[config.mk]
export PLATFORM = sky130hd
export DESIGN_NAME = mux_share_arbiter
export DESIGN_NICKNAME = d
export VERILOG_FILES = /design/src/rtl/mux_share_arbiter.sv
export SDC_FILE = /design/constraint.sdc
export NUM_CORES = 1
export LEC_CHECK = 0
export ABC_AREA = 1
export BUFFER_PORTS_ARGS = -buffer_cell sky130_fd_sc_hd__buf_2
export CAP_MARGIN = 20
export CORE_MARGIN = 4
export CORE_UTILIZATION = 35
export DETAILED_ROUTE_END_ITERATION = 16
export HOLD_SLACK_MARGIN = 0.1
export RECOVER_POWER = 50
export SLEW_MARGIN = 20
export SYNTH_ARGS = -nofsm -noshare
export SYNTH_HDL_FRONTEND = slang
export SYNTH_SLANG_ARGS = --single-unit
[constraint.sdc]
create_clock -name clk -period 2.7 [get_ports clk]
set_input_delay 0 -clock clk [delete_from_list [all_inputs] [get_ports clk]]
set_output_delay 0 -clock clk [all_outputs]
set_load 0.05 [all_outputs]
[src/rtl/mux_share_arbiter.sv]
// Round-robin arbiter that time-shares a 2:1 multiplexor between two requesters,
// with a per-grant burst limit and a registered valid/ready output stage.
module mux_share_arbiter #(
  parameter int WIDTH     = 5,
  parameter int MAX_BURST = 4
) (
  input  logic             clk,
  input  logic             rst,
  input  logic             req0,
  input  logic [WIDTH-1:0] in0,
  input  logic             req1,
  input  logic [WIDTH-1:0] in1,
  input  logic             out_ready,
  output logic             gnt0,
  output logic             gnt1,
  output logic             sel,
  output logic [WIDTH-1:0] mux_out,
  output logic             out_valid,
  output logic             busy
);

  localparam int CW = $clog2(MAX_BURST) + 1;
  localparam logic [CW-1:0] LAST_BEAT = CW'(MAX_BURST - 1);

  typedef enum logic [1:0] {
    IDLE   = 2'd0,
    GRANT0 = 2'd1,
    GRANT1 = 2'd2
  } state_t;

  state_t        state;
  logic          last;
  logic [CW-1:0] beat_cnt;

  logic slot_free;
  logic accept0;
  logic accept1;
  logic burst_end;
  logic release0;
  logic release1;

  assign gnt0 = (state == GRANT0);
  assign gnt1 = (state == GRANT1);
  assign sel  = (state == GRANT1);
  assign busy = (state != IDLE);

  // Output handshake: a beat transfers downstream on any clock edge where
  // out_valid && out_ready; mux_out/out_valid never change while out_valid && !out_ready.
  assign slot_free = !out_valid || out_ready;
  assign accept0   = gnt0 && req0 && slot_free;
  assign accept1   = gnt1 && req1 && slot_free;
  assign burst_end = (beat_cnt == LAST_BEAT);
  assign release0  = gnt0 && (!req0 || (accept0 && burst_end));
  assign release1  = gnt1 && (!req1 || (accept1 && burst_end));

  always_ff @(posedge clk or posedge rst) begin
    if (rst) begin
      state     <= IDLE;
      last      <= 1'b1;
      beat_cnt  <= '0;
      mux_out   <= '0;
      out_valid <= 1'b0;
    end else begin
      if (accept0 || accept1) begin
        mux_out   <= accept1 ? in1 : in0;
        out_valid <= 1'b1;
      end else if (out_valid && out_ready) begin
        out_valid <= 1'b0;
      end

      case (state)
        IDLE: begin
          if (req0 && req1) state <= last ? GRANT0 : GRANT1;
          else if (req0)    state <= GRANT0;
          else if (req1)    state <= GRANT1;
        end
        GRANT0: begin
          if (release0) begin
            last     <= 1'b0;
            beat_cnt <= '0;
            // The other side goes first; otherwise re-grant with no idle bubble.
            if (req1)      state <= GRANT1;
            else if (req0) state <= GRANT0;
            else           state <= IDLE;
          end else if (accept0) begin
            beat_cnt <= beat_cnt + 1'b1;
          end
        end
        GRANT1: begin
          if (release1) begin
            last     <= 1'b1;
            beat_cnt <= '0;
            if (req0)      state <= GRANT0;
            else if (req1) state <= GRANT1;
            else           state <= IDLE;
          end else if (accept1) begin
            beat_cnt <= beat_cnt + 1'b1;
          end
        end
        default: state <= IDLE;
      endcase
    end
  end

endmodule
# Word level (Yosys, flattened, before mapping)
# Cells that the tools add are included.
[classes]
n_reduce_logical = 24
n_eq_ne = 8
mux = 22
add_sub_neg = 1
[ops]
columns = ["operator", "count"]
rows = [
  ["$mux W2", 9],
  ["$mux W3", 4],
  ["$logic_and A1 B1 Y1", 10],
  ["$reduce_and A3 Y1", 3],
  ["$ne A3 B1 Y1 const B", 2],
  ["$pmux W2 S3", 1],
  ["$pmux W3 S2", 1],
  ["$reduce_bool A2 Y1", 3],
  ["$mux W1", 5],
  ["$mux W5", 1],
  ["$logic_or A1 B1 Y1", 4],
  ["$ne A2 B1 Y1 const B", 2],
  ["$ne A4 B4 Y1 const B", 1],
  ["$add A3 B1 Y3 const B", 1],
  ["$eq A3 B2 Y1 const B", 1],
  ["$logic_not A1 Y1", 3],
  ["$eq A2 B1 Y1 const B", 1],
  ["$eq A2 B2 Y1 const B", 1],
  ["$logic_not A2 Y1", 1],
  ["$pmux W1 S2", 1],
]
[totals]
ff_bits = 12
output_inout_bits = 10
inputBits = 15
elab_cells = 60

# Depth between registers and ports, before layout
# Gate-level depths: netlist of the first run.
[logic_depth]
depth_word = 8
mapped_depth = 10
ltp_nobuf = 10

# Worst setup path before layout of the first run
# No wires, ideal clock.
[synth_timing]
path_type = "reg2reg"
from = "reg state[0]"
to = "reg beat_cnt[1]"
setup_slack_ps = 881
n_path_buf = 0
synth_period_minus_slack_ps = 1819
setup_ps = 118
stages_incl_launch_ff = 10
arrival_time_ps = 1701
required_ps = 2582
cell_sequence = "dfrtp_1 -> inv_1 -> ha_1 -> nand2_4 -> inv_4 -> nand3_1 -> nand2_1 -> nand2_1 -> nand3_1 -> nand2_1"
[synth_between]
elab_chain_len = 8
word_cells_on_any_way = 19
classes_between = "4 x eq/ne; 3 x mux; 12 x reduce/logical"
[synth_rtl]
columns = ["element", "line", "text"]
rows = [
  ["start, declared", "31", "state_t state;"],
  ["start signal, assigned", "73", "if (req0 && req1) state <= last ? GRANT0 : GRANT1;"],
  ["$eq A2 B2 Y1 *", "43", "assign gnt1 = (state == GRANT1);"],
  ["via gnt1", "15", "output logic gnt1,"],
  ["$logic_and A1 B1 Y1 (2 in series)", "51", "assign accept1 = gnt1 && req1 && slot_free;"],
  ["$logic_and A1 B1 Y1", "54", "assign release1 = gnt1 && (!req1 || (accept1 && burst_end));"],
  ["$logic_or A1 B1 Y1", "54", ""],
  ["$logic_and A1 B1 Y1", "54", ""],
  ["$ne A3 B1 Y1 (no line) or $mux W3 (tied branches)", "-", ""],
  ["$reduce_and A3 Y1 (no line) or $pmux W3 S2 (tied branches)", "-", ""],
  ["end signal, assigned", "86", "beat_cnt <= beat_cnt + 1'b1;"],
  ["end signal, assigned", "97", "beat_cnt <= beat_cnt + 1'b1;"],
  ["end, declared", "33", "logic [CW-1:0] beat_cnt;"],
]
# The timed path passes the listed nets; every way through them passes the cells marked *.
# A chain may end at the register's enable or synchronous reset.

# Worst setup path after layout of the first run
[layout_timing]
from = "reg state[1]"
to = "reg mux_out[2]"
[layout_between]
elab_chain_len = 4
word_cells_on_any_way = 8
classes_between = "2 x eq/ne; 1 x mux; 5 x reduce/logical"
[layout_rtl]
columns = ["element", "line", "text"]
rows = [
  ["$eq A2 B2 Y1 or $eq A2 B1 Y1 (tied branches)", "43, 42", ""],
  ["$logic_and A1 B1 Y1 (on tied branches) (2 in series)", "51, 50", ""],
  ["$mux W5 or $logic_or A1 B1 Y1 (tied branches)", "65, 64", ""],
  ["end signal, assigned", "65", "mux_out <= accept1 ? in1 : in0;"],
  ["end, declared", "17", "output logic [WIDTH-1:0] mux_out,"],
]
# Parallel ways exist; a longest one is shown, timed or not.

==> results of run 1 <==
[path summary, 6_finish.rpt]
path / endpoint / from / depth (start not counted) / slack (ns)
setup / recovery: mux_out[2]$_DFFE_PP0P_ / state[1]$_DFFE_PP0P_ / 8 / 0.63
hold / removal: last$_DFFE_PP1P_ / req1 / 4 / 0.14
setup reg to reg: mux_out[2]$_DFFE_PP0P_ / state[1]$_DFFE_PP0P_ / 8 / 0.63
hold reg to reg: mux_out[1]$_DFFE_PP0P_ / mux_out[1]$_DFFE_PP0P_ / 2 / 0.49
max in group asynchronous: last$_DFFE_PP1P_ / rst / 3 / 2.06
min in group asynchronous: beat_cnt[0]$_DFFE_PP0P_ / rst / 3 / 0.29
[power groups by stage]
stage	sequential, W	combinational [W]	clock, W
after global routing	0.000328	0.000938	0.000137
final	0.000320	0.000854	0.000117
after floorplan	0.000464	0.000493	0
after detailed placement	0.000322	0.000795	0
after global placement	0.000320	0.000785	0
after CTS	0.000318	0.000863	0.000124
[per-layer routing]
| layer | GRT usage, % | wire [um] |
|---|---|---|
| met3 | 3.02 | 121 |
| met2 | 22.7 | 952 |
| met4 | 3.73 | 9 |
| met5 | 0 | 0 |
| met1 | 16.6 | 902 |
[worst min-delay path, cell delays in order]
cell and delay [ns]:
buf_2 0.15, nand2_1 0.09, nand3_1 0.08, o21ai_0 0.08
[cell type report]
type,instances,share of cell area (%)
Multi-Input combinational cell,80,40.3
Clock buffer,4,2.39
Timing Repair Buffer,36,21.3
Sequential cell,12,27.5
Inverter,15,5.36
Tap cell,28,3.19
[layout by cell type (no fill, tap or decap), types with 5 or more instances in the layout]
cell type,count
a21oi_1,7
nand2_1,34
dfrtp_1,11
dlygate4sd3_1,12
nand3_1,5
buf_2,19
ha_1,6
clkbuf_1,6
o21ai_1,11
inv_1,12
[registers in the layout, indices dropped and copies added (netlist names)]
signal	flops
mux_out	5
beat_cnt	3
state	2
last	1
out_valid	1
[cells by family after synthesis]
group	count (synthesis)	share of synthesized area, %
AOI/OAI and AO/OA	25	18.1
adders and majority gates	6	9.27
buffers and inverters	16	8.19
DFF	12	37.2
and+or+nand+nor	49	27.2
[stage by stage]
stage	area (um^2)	setup WS (ns)	power, W	hold slack [ns]
2_1_floorplan	810	0.881	0.000956	-0.136
3_3_place_gp	957	1.22	0.00110	0.0482
3_5_place_dp	957	1.17	0.00112	0.0555
4_1_cts	1100	0.651	0.00131	0.133
5_1_grt	1100	0.477	0.00140	0.172
6_report	1100	0.635	0.00129	0.144
==> summary.md, run 1 <==
| Metric | Value |
|---|---|
| Status | `finished clean` |
| HPWL after DPL | `1.47 mm` |
| Register area | `302 um^2` |
| Vias in the first global route | `824` |
| Die area | `0.00315 mm^2` |
| PwrDens | `1180 mW/mm^2` |
| Worst-Margin Slew | `0.611 ns` |
| Switching share of power | `53.7%` |
| GR Util All Layers | `13.3%` |
| Worst vdd ir | `0.566 mV` |
| Bufs on Longest Clock Path | `2` |
| Top cell type by total area after synthesis | `dfrtp_1` |
| Final Net Count | `169` |
| Die width | `56.1 um` |
| WP data arrival | `2.22 ns` |
| Final setup violation count | `0` |
| Post-detailed-route DRC marker count | `0` |
| Synth warnings | `0` |
| Rel. slew slack | `59.4%` |
| Synth Cell Area | `810 um^2` |
| Flop pwr share | `24.8%` |
| Synthesis-to-finish area growth | `35.5%` |
| Post-route ant nets | `0` |
| H-Tree Depth | `1` |
| CTS tree | `built` |
| Finished Core Util | `49.6%` |
| Initial antenna violation count | `0` |
| Count of cell types in the netlist | `21` |
| Synth top area share | `34.0%` |
| Placed Cells | `159` |
| Root Driver | `clkbuf_4` |
| Final hold viol count | `0` |
| Leakage | `0.594 nW` |
| Die height | `56.1 um` |
| Starting DRC count in detailed routing | `20` |
| Area of the multi-input gates | `442 um^2` |
| Post-synthesis cell count | `108` |
| Filler cell count | `225` |
| Post-synth EDFFs | `0` |
| FMAX | `0.484 GHz` |
| Clock Latency Late Sink | `0.27 ns` |
| Initial Util | `36.6%` |
| Max cap viols | `0` |
| Fin cells | `175` |
| Ant. Diodes | `0` |
| Post-cts resize count | `0` |
| FP Rows | `17` |
| Core box area | `0.00221 mm^2` |
| CTS Sinks | `12` |
| Crit path top cell by count | `nand2_1` |
| Ys async rst share | `100%` |
| Largest stage delay, worst path | `0.55 ns` |
| I/O pin count | `25` |
| Layout Skew | `0.00178 ns` |
| DRT Pass-1 Iters | `4` |
| Period utilization | `76.5%` |
| Internal power | `0.000597 W` |
| CP Data Required Time | `2.85 ns` |
| Count leader, synth | `nand2_1` |
| Final min period | `2.07 ns` |
| Vias per cell | `4.74` |
| Synth Register Bits | `12` |
| Buf/Inv on CP | `3` |
| Critical path class | `reg2reg` |
| Crit-path max FO | `7` |
| Grt total ovfl | `0` |
| Setup TNS | `0 ns` |
| Number of port buffers | `24` |
| Logic pwr share | `66.1%` |
| Cell chain of the critical path | `inv_1 > ha_1 > nand2_1 > a21oi_4 > inv_2 > nand2_1 > o21ai_1 > dlygate4sd3_1` |
| Top_reg_cell synth | `dfrtp_1` |
| First-pass GRT wire length | `3.44 mm` |
| Final wirelength | `1.99 mm` |
| CP delay by family, top | `buffers and inverters` |
| Clock buffer count from CTS | `3` |
| Wire length per cell | `11.3 um` |
| Fraction of layout cells with a size suffix above 1 | `22.4%` |
| CP endpoint kind | `flip-flop` |
| Largest net degree at the start of global routing | `13` |
| Syn Area/Cell | `7.50 um^2` |
| # Post-CTS Setup Buffers | `0` |
| Pins Over Slew Limit | `0` |
| Synth area leaders | `dfrtp_1 (34%), nand2_1 (16%), ha_1 (9.3%)` |
| Commonest cells in the netlist | `nand2_1 (34), inv_1 (12), dfrtp_1 (11), o21ai_1 (11), a21oi_1 (7)` |
| Psw | `0.000693 W` |
| Register clock-pin slew on the reported worst setup and hold paths | `0.08 ns` |
| Clock network fraction of total power | `9.1%` |
| Vias | `830` |
| RD Place Congestion | `0.856` |
| Seq/Total Area, Yosys | `37.2%` |
| Worst Hold Class | `in2reg` |
| CP max-delay cell | `dlygate4sd3_1` |
| Post-synth net total | `129` |
| Unrepaired setup endpoints after global routing | `no` |
| Worst setup SP type | `flip-flop` |
| Cts hold-fix bufs | `12` |
No activity file was read; power rests on OpenSTA's default activity.
==> run 2, diff against run 1 <==
==> constraint.sdc (replaced) <==
create_clock -name clk -period 2.2 [get_ports clk]
set_input_delay 0 -clock clk [delete_from_list [all_inputs] [get_ports clk]]
set_output_delay 0 -clock clk [all_outputs]
set_load 0.05 [all_outputs]
==> run 2 against run 1 <==
  * Sequential cell count stayed put
  * Power is 23% higher
  * Global-route usage stayed put
  * Sequential power is 23% higher
  * Die area stayed put
  * Maximum frequency is 0.65% higher
  * Count of clock-buffer cells in the layout stayed put
  * Clock skew hardly changed
  * Hold slack worse by 0.0021 ns
  * Register-to-register slack worse by 0.49 ns
==> summary.md, run 2 (same netlist as run 1, synthesis figures left out) <==
| Metric | Value |
|---|---|
| Layout Skew | `0.00199 ns (+0.000217 ns)` |
| # Post-CTS Setup Buffers | `0 (unchanged)` |
| Pins Over Slew Limit | `0 (unchanged)` |
| Largest registers | `mux_out (5), beat_cnt (3), state (2)` |
| Met3 routed WL | `121 um (unchanged)` |
| CP max-delay cell | `dlygate4sd3_1` |
| Vias per cell | `4.72 (-0.48%)` |
| H-Tree Depth | `1 (unchanged)` |
| Max reg flops | `5 (unchanged)` |
| Grt total ovfl | `0 (unchanged)` |
| Final min period | `2.05 ns (-0.0133 ns)` |
| M1 WL | `902 um (unchanged)` |
| Initial Util | `36.6% (unchanged)` |
| Bufs on Longest Clock Path | `2 (unchanged)` |
| Starting DRC count in detailed routing | `19 (-5.0%)` |
| Post-detailed-route DRC marker count | `0 (unchanged)` |
| Largest stage delay, worst path | `0.55 ns (about the same)` |
| RD Place Congestion | `0.856 (about the same)` |
| Core box area | `0.00221 mm^2 (unchanged)` |
| First-pass GRT wire length | `3.44 mm (unchanged)` |
| Wire length per cell | `11.3 um (-0.20%)` |
| I/O pin count | `25 (unchanged)` |
| Die width | `56.1 um (unchanged)` |
| Final Net Count | `169 (unchanged)` |
| Worst-Margin Slew | `0.611 ns (unchanged)` |
| Clock buffer count from CTS | `3 (unchanged)` |
| Most flops, register | `mux_out` |
| Synthesis-to-finish area growth | `35.9%` |
| Cell chain of the critical path | `inv_1 > ha_1 > nand2_4 > a21oi_4 > inv_2 > nand2_1 > o21ai_1 > dlygate4sd3_1` |
| Max cap viols | `0 (unchanged)` |
| GR Util All Layers | `13.3% (unchanged)` |
| Final Total Pwr | `0.00158 W (+23%)` |
| Status | `finished clean` |
| CTS Sinks | `12 (unchanged)` |
| Vias in the first global route | `824 (unchanged)` |
| Met2 wire length | `948 um (-0.42%)` |
| Rel. slew slack | `59.4% (unchanged)` |
| Ant. Diodes | `0 (unchanged)` |
| Number of port buffers | `24 (unchanged)` |
| Register clock-pin slew on the reported worst setup and hold paths | `0.08 ns (about the same)` |
| Root Driver | `clkbuf_4` |
| Vias | `826 (-0.48%)` |
| WP data arrival | `2.20 ns (-0.02 ns)` |
| Initial antenna violation count | `0 (unchanged)` |
| Worst setup SP type | `flip-flop` |
| Critical path class | `reg2reg` |
| DRT Pass-1 Iters | `4 (unchanged)` |
| HPWL after DPL | `1.47 mm (unchanged)` |
| Commonest non-fill, non-tap cells in the layout | `nand2_1 (34), buf_2 (19), inv_1 (12), dlygate4sd3_1 (12)` |
| Final setup violation count | `0 (unchanged)` |
| Leakage | `0.593 nW (-0.26%)` |
| Unrepaired setup endpoints after global routing | `no` |
| Die area | `0.00315 mm^2 (unchanged)` |
| Final hold viol count | `0 (unchanged)` |
| Clock Latency Late Sink | `0.27 ns (about the same)` |
| FMAX | `0.487 GHz (+0.65%)` |
| Fraction of layout cells with a size suffix above 1 | `23.1% (+0.68 points)` |
| CP Data Required Time | `2.35 ns (-0.50 ns)` |
| PwrDens | `1440 mW/mm^2 (+22%)` |
| Die height | `56.1 um (unchanged)` |
| Period utilization | `93.3% (+17 points)` |
| Final wirelength | `1.98 mm (-0.20%)` |
| Worst Hold Class | `in2reg` |
| Most common cell after layout, fill and taps aside | `nand2_1` |
| Max Used Layer | `met4` |
| CTS tree | `built` |
| Post-route ant nets | `0 (unchanged)` |
| Worst vdd ir | `0.695 mV (+23%)` |
| CP endpoint kind | `flip-flop` |
| Largest net degree at the start of global routing | `13 (unchanged)` |
| Setup TNS | `0 ns (unchanged)` |
| FP Rows | `17 (unchanged)` |
| Crit-path max FO | `10 (+3)` |
[run 2: worst paths after layout]
| check | endpoint | cells after the start | start | slack, ns |
|---|---|---|---|---|
| setup / recovery | mux_out[2]$_DFFE_PP0P_ | 8 | state[0]$_DFFE_PP0P_ | 0.15 |
| hold / removal | last$_DFFE_PP1P_ | 4 | req1 | 0.14 |
| setup reg to reg | mux_out[2]$_DFFE_PP0P_ | 8 | state[0]$_DFFE_PP0P_ | 0.15 |
| hold reg to reg | mux_out[1]$_DFFE_PP0P_ | 2 | mux_out[1]$_DFFE_PP0P_ | 0.49 |
| max in group asynchronous | last$_DFFE_PP1P_ | 3 | rst | 1.56 |
| min in group asynchronous | beat_cnt[0]$_DFFE_PP0P_ | 3 | rst | 0.29 |
[run 2: critical path: cells and delay by family (launching register included)]
| kind | cells | cell delay [ns] |
|---|---|---|
| buffers and inverters | 3 | 0.75 |
| flip-flops | 1 | 0.42 |
| adder cells (fa/ha/maj) | 1 | 0.29 |
| AO/OA/AOI/OAI | 2 | 0.26 |
| AND/OR/NAND/NOR | 2 | 0.22 |
[run 2: report_power, final]
group          switching (W)  total (W)  internal, W
combinational       0.000713    0.00105     0.000335
clock              0.0000740   0.000144    0.0000701
sequential         0.0000629   0.000393     0.000330
[run 2: per-layer routing]
layer	track usage (%)	up-vias
met5	0	-
met4	3.73	0
met3	3.02	2
met2	22.7	22
met1	16.6	377
li1	-	425
[run 2: through the flow]
stage / hold slack, ns / cell area (um^2) / instances / util (%) / worst slack (ns)
floorplan: -0.136 / 810 / 108 / - / 0.381
global placement: 0.0482 / 957 / 159 / 43.3 / 0.717
detailed placement: 0.0555 / 957 / 159 / 43.3 / 0.672
CTS: 0.133 / 1100 / 175 / 49.9 / 0.151
global route: 0.172 / 1100 / 175 / 49.7 / 0.0120
finish: 0.142 / 1100 / 175 / 49.7 / 0.148
[run 2: layout make-up]
cell class                 count  area (um^2)
clock buffer                   4         26.3
fill                         224         1110
multi-input combinational     80          444
sequential                    12          302
inverter                      15         58.8
tap                           28         35.0
timing repair buffer          36          234
[run 2: what timing repair did]
item                       4_1_cts  5_1_grt
gates resized for setup          0        1
hold buffers                    12        0
hold endpoints to repair        17        0
setup endpoints to repair        0        2
